[src/rtl/sysbus_pkg.sv]
// Shared types and helpers for the system-bus arbiter: FSM state encoding,
// owner index width and the round-robin first-set search.
package sysbus_pkg;

  typedef enum logic [1:0] {
    IDLE = 2'd0,
    OWN  = 2'd1,
    TURN = 2'd2
  } arb_state_t;

  localparam int ARB_N  = 4;
  localparam int RR_MAX = 32;

  function automatic int owner_width(input int n);
    return (n > 1) ? $clog2(n) : 1;
  endfunction

  localparam int OWNER_W = owner_width(ARB_N);

  // Index of the first set bit at or above ptr, wrapping at n.
  function automatic int rr_first(input logic [RR_MAX-1:0] req, input int ptr, input int n);
    logic [RR_MAX-1:0] rot;
    int                first;
    rot = '0;
    for (int i = 0; i < RR_MAX; i++) begin
      if (i < n) rot[i] = req[5'((ptr + i) % n)];
    end
    first = 0;
    for (int i = RR_MAX - 1; i >= 0; i--) begin
      if (rot[i]) first = i;
    end
    return (ptr + first) % n;
  endfunction

endpackage

[src/rtl/sysbus_arbiter_rr_pick.sv]
// Combinational round-robin picker; a locked previous owner that asks
// again wins outright.
module rr_pick
  import sysbus_pkg::*;
#(
  parameter int N  = ARB_N,
  parameter int OW = owner_width(N)
) (
  input  logic [N-1:0]  req,
  input  logic [OW-1:0] ptr,
  input  logic          lock_hit,
  input  logic [OW-1:0] last_owner,
  output logic [OW-1:0] winner,
  output logic          any
);

  logic [RR_MAX-1:0] req_ext;

  always_comb begin
    req_ext        = '0;
    req_ext[N-1:0] = req;
    any            = |req;
    if (lock_hit) winner = last_owner;
    else          winner = OW'(rr_first(req_ext, int'(ptr), N));
  end

endmodule

[src/rtl/sysbus_arbiter.sv]
// Round-robin sysbus arbiter with a one-cycle dead slot between owners.
// Define SYSBUS_ARB_TIMEOUT_EN to build the forced-release hold timeout.
module sysbus_arbiter
  import sysbus_pkg::*;
#(
  parameter  int N        = ARB_N,
  parameter  int MAX_HOLD = 8,
  localparam int OW       = owner_width(N)
) (
  input  logic          clock,
  input  logic          reset,
  input  logic [N-1:0]  req,
  input  logic [N-1:0]  lock,
  output logic [N-1:0]  grant,
  output logic [OW-1:0] owner,
  output logic          owner_valid,
  output logic          turnaround,
  output logic          timeout_err
);

  arb_state_t    state_q, state_d;
  logic [N-1:0]  grant_q, grant_d;
  logic [OW-1:0] owner_q, owner_d;
  logic [OW-1:0] ptr_q, ptr_d;
  logic [OW-1:0] last_q, last_d;
  logic [OW-1:0] winner;
  logic          turn_q, turn_d;
  logic          lock_rel_q, lock_rel_d;
  logic          lock_hit, any, force_rel;

  if (N < 2 || N > RR_MAX) begin : g_bad_n
    $error("sysbus_arbiter: N out of range");
  end
  if (MAX_HOLD < 1 || MAX_HOLD > 255) begin : g_bad_max_hold
    $error("sysbus_arbiter: MAX_HOLD must be in 1..255");
  end

  assign lock_hit = lock_rel_q & req[last_q];

  rr_pick #(.N(N), .OW(OW)) u_pick (
    .req        (req),
    .ptr        (ptr_q),
    .lock_hit   (lock_hit),
    .last_owner (last_q),
    .winner     (winner),
    .any        (any)
  );

`ifdef SYSBUS_ARB_TIMEOUT_EN
  localparam logic [7:0] HOLD_LIM = 8'(MAX_HOLD);

  logic [7:0] hold_q, hold_d, hold_inc;
  logic       terr_q;

  // hold_inc is the owner-cycle count including the current cycle
  always_comb begin
    hold_inc  = (hold_q == HOLD_LIM) ? hold_q : hold_q + 8'd1;
    hold_d    = (state_q == OWN) ? hold_inc : 8'd0;
    force_rel = (state_q == OWN) && req[owner_q] && !lock[owner_q] &&
                (hold_inc == HOLD_LIM) && (|(req & ~grant_q));
  end

  always_ff @(posedge clock or posedge reset) begin
    if (reset) begin
      hold_q <= 8'd0;
      terr_q <= 1'b0;
    end else begin
      hold_q <= hold_d;
      terr_q <= force_rel;
    end
  end

  assign timeout_err = terr_q;
`else
  assign force_rel   = 1'b0;
  assign timeout_err = 1'b0;
`endif

  always_comb begin
    state_d    = state_q;
    grant_d    = grant_q;
    owner_d    = owner_q;
    ptr_d      = ptr_q;
    last_d     = last_q;
    lock_rel_d = lock_rel_q;
    turn_d     = 1'b0;
    case (state_q)
      OWN: begin
        if (!req[owner_q] || force_rel) begin
          state_d    = TURN;
          grant_d    = '0;
          owner_d    = '0;
          turn_d     = 1'b1;
          last_d     = owner_q;
          lock_rel_d = !req[owner_q] && lock[owner_q];
        end
      end
      default: begin
        state_d = IDLE;
        grant_d = '0;
        owner_d = '0;
        if (any) begin
          state_d         = OWN;
          grant_d[winner] = 1'b1;
          owner_d         = winner;
          lock_rel_d      = 1'b0;
          if (!lock_hit) ptr_d = (int'(winner) == N - 1) ? '0 : OW'(winner + 1'b1);
        end
      end
    endcase
  end

  always_ff @(posedge clock or posedge reset) begin
    if (reset) begin
      state_q    <= IDLE;
      grant_q    <= '0;
      owner_q    <= '0;
      ptr_q      <= '0;
      last_q     <= '0;
      lock_rel_q <= 1'b0;
      turn_q     <= 1'b0;
    end else begin
      state_q    <= state_d;
      grant_q    <= grant_d;
      owner_q    <= owner_d;
      ptr_q      <= ptr_d;
      last_q     <= last_d;
      lock_rel_q <= lock_rel_d;
      turn_q     <= turn_d;
    end
  end

  assign grant       = grant_q;
  assign owner       = owner_q;
  assign owner_valid = |grant_q;
  assign turnaround  = turn_q;

endmodule

[config.mk]
export PLATFORM = sky130hd
export DESIGN_NAME = sysbus_arbiter
export DESIGN_NICKNAME = d
export VERILOG_FILES = /design/src/rtl/sysbus_pkg.sv /design/src/rtl/sysbus_arbiter_rr_pick.sv /design/src/rtl/sysbus_arbiter.sv
export SDC_FILE = /design/constraint.sdc
export NUM_CORES = 1
export LEC_CHECK = 0
export ABC_AREA = 1
export CAP_MARGIN = 20
export CORE_ASPECT_RATIO = 1.1
export CORE_MARGIN = 4
export CORE_UTILIZATION = 30
export DETAILED_ROUTE_END_ITERATION = 6
export PLACE_DENSITY_LB_ADDON = 0.05
export SLEW_MARGIN = 40
export SYNTH_ARGS = -nofsm -noshare
export SYNTH_HDL_FRONTEND = slang
export SYNTH_SLANG_ARGS = --single-unit
[constraint.sdc]
create_clock -name clock -period 2.7 [get_ports clock]
set_input_delay 0.405 -clock clock [delete_from_list [all_inputs] [get_ports clock]]
set_output_delay 0.405 -clock clock [all_outputs]
set_load 0.05 [all_outputs]
### Yosys cells after proc, flatten, opt, wreduce, memory -nomap -nowiden

Cells that the tools add are included.

* bitwise operators: 7
* multiplexer cells: 44
* add/subtract/negate cells: 5
* reductions and logical operators: 12
* equal/unequal tests: 3
* $lt $le $gt $ge: 8

Operator list (count)
* 2-bit 2-to-1 mux: 12
* 3-bit by 7-bit less-than comparator with 1-bit output (second input constant): 3
* 1-bit 2-to-1 mux: 21
* 4-bit 2-to-1 mux: 3
* 1-bit binary-select mux with 3-bit select: 3
* 2-bit by 3-bit less-than comparator with 1-bit output (second input constant): 3
* 1-bit binary-select mux with 2-bit select: 4
* 4-bit OR reduction: 2
* 2-bit by 6-bit less-than comparator with 1-bit output (second input constant): 1
* 2-bit OR reduction: 3
* 2-bit by 1-bit adder with 2-bit output (second input constant): 2
* 2-bit adder (second input constant): 2
* 2-bit by 1-bit == test with 1-bit output (second input constant): 2
* 2-bit AND reduction: 2
* 1-bit bitwise AND (first input constant): 3
* 1-bit inverter: 3
* 3-bit AND reduction: 1
* 2-bit adder: 1
* 1-bit demux with 2-bit select: 1
* 2-bit by 1-bit >= comparator with 1-bit output (second input constant): 1
* 1-bit logical AND: 2
* 2-bit != test (second input constant): 1
* 2-bit nonzero test: 1
* 1-bit bitwise AND: 1
* 1-bit logical NOT: 1

* flip-flop bits (word level): 14
* output and inout bits: 9

### Logic depth before layout (Yosys ltp)

* word-level depth: 20
* mapped depth: 19

### Modules after synthesis

From an unflattened synthesis, not the netlist that was laid out.

* cell total of the unflattened synthesis: 154
* area total of the unflattened synthesis: 1067.3 um^2

By module, submodules not included
* sysbus_arbiter: cells an instance 93, instances 1, area each 769.5 um^2, seq. area each 350.3 um^2
* rr_pick: cells an instance 61, instances 1, area each 297.8 um^2, seq. area each 0.0 um^2

### Least setup slack after synthesis

OpenSTA, ideal clock, no wires.

* kind: register to register
* start point: register ptr_q[0]
* end point: register ptr_q[1]
* period minus slack after synthesis: 2.178 ns
* setup slack: 0.522 ns
* data required time: 2.577 ns
* path buffers: 1
* cell stages (with the launch flop): 18
* data arrival time: 2.055 ns
* path through: dfrtp_1 > buf_6 > inv_4 > nand2_1 > nand2_1 > nand2_1 > a31oi_1 > nor2_1 > ha_1 > xor2_1 > nand3_1 > nand2_1 > nand2_2 > nand2_1 > inv_1 > ha_1 > nor2_1 > a21oi_1

* word-level cells in the longest chain between the ends: 16
* elaborated cells between the ends (all ways): 34
* classes of those cells: 5 x add/sub; 1 x eq/ne; 22 x mux; 3 x bitwise; 3 x reduce/logical

RTL lines
* from (decl): RTL line sysbus_arbiter.sv:24 `logic [OW-1:0] ptr_q, ptr_d;`
* from (signal assigned): RTL line sysbus_arbiter.sv:126 `ptr_q <= ptr_d;`
* 2-bit adder: RTL line sysbus_pkg.sv:26 `if (i < n) rot[i] = req[5'((ptr + i) % n)];`
* 2-bit OR reduction (no source line)
* 1-bit bitwise AND (no source line)
* 1-bit binary-select mux with 3-bit select: RTL line sysbus_pkg.sv:26
* 1-bit 2-to-1 mux (not written as such) (2 in series): RTL line sysbus_pkg.sv:26
* 1-bit 2-to-1 mux: RTL line sysbus_arbiter_rr_pick.sv:23 `if (lock_hit) winner = last_owner;`
* 2-bit 2-to-1 mux (4 in series): RTL line sysbus_pkg.sv:30 `if (rot[i]) first = i;`
* 2-bit 2-to-1 mux: RTL line sysbus_arbiter_rr_pick.sv:23
* 2-bit adder *: RTL line sysbus_pkg.sv:32 `return (ptr + first) % n;`
* 2-bit 2-to-1 mux *: RTL line sysbus_arbiter_rr_pick.sv:23
* 2-bit by 1-bit adder with 2-bit output / 2-bit by 1-bit == test with 1-bit output (equally long branches): RTL line sysbus_arbiter.sv:107 `if (!lock_hit) ptr_d = (int'(winner) == N - 1) ? '0 : OW'(winner + 1'b1);`
* 2-bit 2-to-1 mux *: RTL line sysbus_arbiter.sv:107

Mark *: on every way between the ends. The rest lies on a longest branch, timed or not. The select of a mux whose other input is x is not followed.
A chain may end at the register's enable or synchronous reset.

### Worst setup path after layout

* start point: input req[1]
* end point: register ptr_q[1]

* word-level cells in the longest chain between the ends: 13
* elaborated cells between the ends (all ways): 31
* classes of those cells: 2 x add/sub; 1 x eq/ne; 24 x mux; 2 x bitwise; 2 x reduce/logical

RTL lines
* from (decl): RTL line sysbus_arbiter.sv:12 `input logic [N-1:0] req,`
* 1-bit binary-select mux with 3-bit select: RTL line sysbus_pkg.sv:26
* 1-bit 2-to-1 mux (not written as such) (2 in series): RTL line sysbus_pkg.sv:26
* 1-bit 2-to-1 mux: RTL line sysbus_arbiter_rr_pick.sv:23
* 2-bit 2-to-1 mux (4 in series): RTL line sysbus_pkg.sv:30
* 2-bit 2-to-1 mux: RTL line sysbus_arbiter_rr_pick.sv:23
* 2-bit adder: RTL line sysbus_pkg.sv:32
* 2-bit 2-to-1 mux: RTL line sysbus_arbiter_rr_pick.sv:23
* 2-bit by 1-bit adder with 2-bit output / 2-bit by 1-bit == test with 1-bit output (equally long branches): RTL line sysbus_arbiter.sv:107
* 2-bit 2-to-1 mux: RTL line sysbus_arbiter.sv:107

Parallel ways exist; a longest one is shown, timed or not. The select of a mux whose other input is x is not followed.

==> metrics <==
Final nets 186; final non-filler cell total 204; library cell appearing most often on the critical path nand2_1; post-synthesis area per instance 6.97 um2; Max Cap Viol 0; Final Worst Setup Slack 0.271 ns; pin count of the biggest net entering global routing 15; Syn Nets 154; Slew HR 64.6%; violation count after the first detailed-routing iteration 46; Post-Syn Instances 139; status complete, no violations; number of buffers inserted during clock tree synthesis 3; number of buffers and inverters on the critical path 3; register-to-register setup slack 0.32 ns; final RePlAce weighted congestion 0.815; row count 21; Final HPWL DP 1.86 mm; stage delay of the slowest cell on the critical path 0.52 ns; part of the Yosys area used for sequential elements 36.2%; Boundary Pins 19; H-Tree Depth 1; post-placement cell count 200; total core area 3070 um2; Hold Fails Final Rpt 0; die area 4200 um2; global-route congestion overflow total 0; Fmax achieved 412 MHz; clock-pin slew reported for the worst setup and hold paths after clock tree synthesis 0.09 ns; Die Y-Extent 67.6 um; Tightest Pin Transition 0.531 ns; number of enable-type register cells in the synthesized netlist 0; Worst VDD drop 672 uV; leading post-synthesis cells by cell area dfrtp_1 (36%), nand2_1 (19%), ha_1 (6.5%), inv_1 (6.2%), nand2_2 (5.2%); via count of the first global-routing pass 941; area growth from synthesis to final layout 33.5%; wire per inst 11.0 um; effective utilization at floorplan 31.5%; min cycle time layout 2.43 ns; share of layout cells above drive strength 1 18.8%; dominant register cell in the synthesized netlist dfrtp_1; cells along the critical path clkdlybuf4s50_1 > inv_2 > nand2_1 > nand2_1 > nand2_1 > nand2_1 > a31oi_1 > nor2_1 > ha_1 > xor2_1 > nand3_1 > nand2_1 > nand2_2 > nand2_1 > inv_1 > ha_1 > nor2_1 > a21oi_1; synthesized flop and latch total 14; vias after detailed routing 908; Required @ worst endpoint 2.87 ns; global-route wire length before repair 4.02 mm; routed wire length 2.24 mm; clock skew 0.0110 ns; Total GRT Usage 11.8%; 1st-pass router iterations 4; total setup buffers inserted after CTS 0; share of Yosys cell area claimed by the top area cell type 36.2%; DP Worst Slack -0.0365 ns; most numerous cell in the Yosys netlist nand2_1; post-synthesis async set-or-reset flop share 100%; unrepaired setup endpoints after global routing no; number of antenna diodes 0; power per cell area 1430 nW/um2; Resized cells post-CTS 0; worst setup path class in -> reg; top fanout value on the critical path 3; worst hold path class in -> async; number of pins exceeding their max-slew limit in the final report 0; kind of capture point of the worst setup path flip-flop; largest area contributor in the netlist dfrtp_1; final clock period utilization by the worst path 90.0%; Clock Sink Count 14; cell family with the largest share of critical-path delay simple AND/OR/NAND/NOR gates; width of the die 62.2 um; number of antenna-violating nets in the routed design 0; Port Buf Inserts 17; Setup-failing EPs final 0; TritonCTS clock tree yes; cell area after technology mapping 968 um2; Root Driver clkbuf_4; ratio of routed vias to standard cells 4.45; data arrival time at the worst-slack endpoint 2.60 ns; Residual DRC 0; Cell variety after synth 25; crit path launch type input pin; Slowest-stage cell, CP clkdlybuf4s50_1; clock latency of the later-clocked register in the worst-skew pair 0.28 ns; largest buffer count on any clock path 2; antenna violations before repair 0; static leakage 0.000713 uW; warning count from the yosys run 0; Commonest cells post-synth nand2_1 (50), inv_1 (16), dfrtp_1 (14); count of hold buffers inserted by post-cts repair 0
-- metal layers --
layer	global-route usage, %	vias to the layer above	wire (um)
met5	0	-	0
met4	3.25	0	15
met3	2.00	2	24
met2	22.4	4	1140
met1	13.8	407	1060
li1	-	495	-
-- registers in the layout (all words and copies together) (netlist names) --
register / cells
turnaround: 1
last_q: 2
state_q: 2
ptr_q: 2
lock_rel_q: 1
grant: 4
owner: 2
-- placed cells by master, fill, tap and decap left out, types with 2 or more instances in the layout --
cell	netlist	final
a21oi_1	4	4
buf_4	1	12
clkbuf_4	0	3
clkdlybuf4s50_1	0	16
dfrtp_1	14	13
ha_1	5	5
inv_1	16	16
inv_2	3	3
nand2_1	50	50
nand2_2	8	8
nand3_1	7	7
nor2_1	6	6
o21ai_0	4	4
o21ai_1	7	7
o22ai_1	2	2
-- cell families (layout without fill, tap and decap cells) --
| kind of cell | count (synthesis) | count (layout) | synth area share, % |
|---|---|---|---|
| XOR/XNOR | 1 | 1 | 0.905 |
| flip-flops | 14 | 14 | 36.2 |
| AND/OR/NAND/NOR | 76 | 76 | 34.8 |
| AO/OA/AOI/OAI | 20 | 20 | 11.4 |
| adder cells (fa/ha/maj) | 5 | 5 | 6.46 |
| other | 1 | 1 | 0.387 |
| buffers and inverters | 22 | 53 | 9.95 |
-- through the flow --
| step | hold slack (ns) | TNS (ns) | util (%) | cell area [um2] | power (uW) |
|---|---|---|---|---|---|
| 2_1_floorplan | 0.294 | 0 | - | 968 | 1320 |
| 3_3_place_gp | 0.490 | -0.0227 | 40.7 | 1250 | 1720 |
| 3_5_place_dp | 0.509 | -0.0472 | 40.7 | 1250 | 1730 |
| 4_1_cts | 0.471 | 0 | 41.9 | 1290 | 1890 |
| 5_1_grt | 0.484 | 0 | 42.0 | 1290 | 2080 |
| 6_report | 0.453 | 0 | 42.0 | 1290 | 1850 |
-- power breakdown --
group / leakage [uW] / internal [uW] / total, uW / switching (uW)
clock network: 0.0000210 / 81.9 / 150 / 68.0
registers: 0.000175 / 309 / 413 / 104
logic: 0.000517 / 502 / 1290 / 789
total: 0.000713 / 893 / 1850 / 960
-- worst paths after layout --
check                      startpoint        to  cells past startpoint
setup / recovery               req[1]  ptr_q[1]                     18
hold / removal                  reset  grant[0]                      2
setup reg to reg             ptr_q[0]  ptr_q[1]                     16
hold reg to reg              grant[3]  grant[3]                      2
max in group asynchronous       reset  ptr_q[0]                      2
min in group clock           grant[3]  grant[3]                      2
-- area by class of cell --
class,count,area [um2]
Clock buffer,4,36.3
Fill cell,329,1780
Inverter,20,77.6
Multi-Input combinational cell,103,522
Sequential cell,14,352
Tap cell,34,42.5
Timing Repair Buffer,29,263
Power figures use the tool's default switching activity.
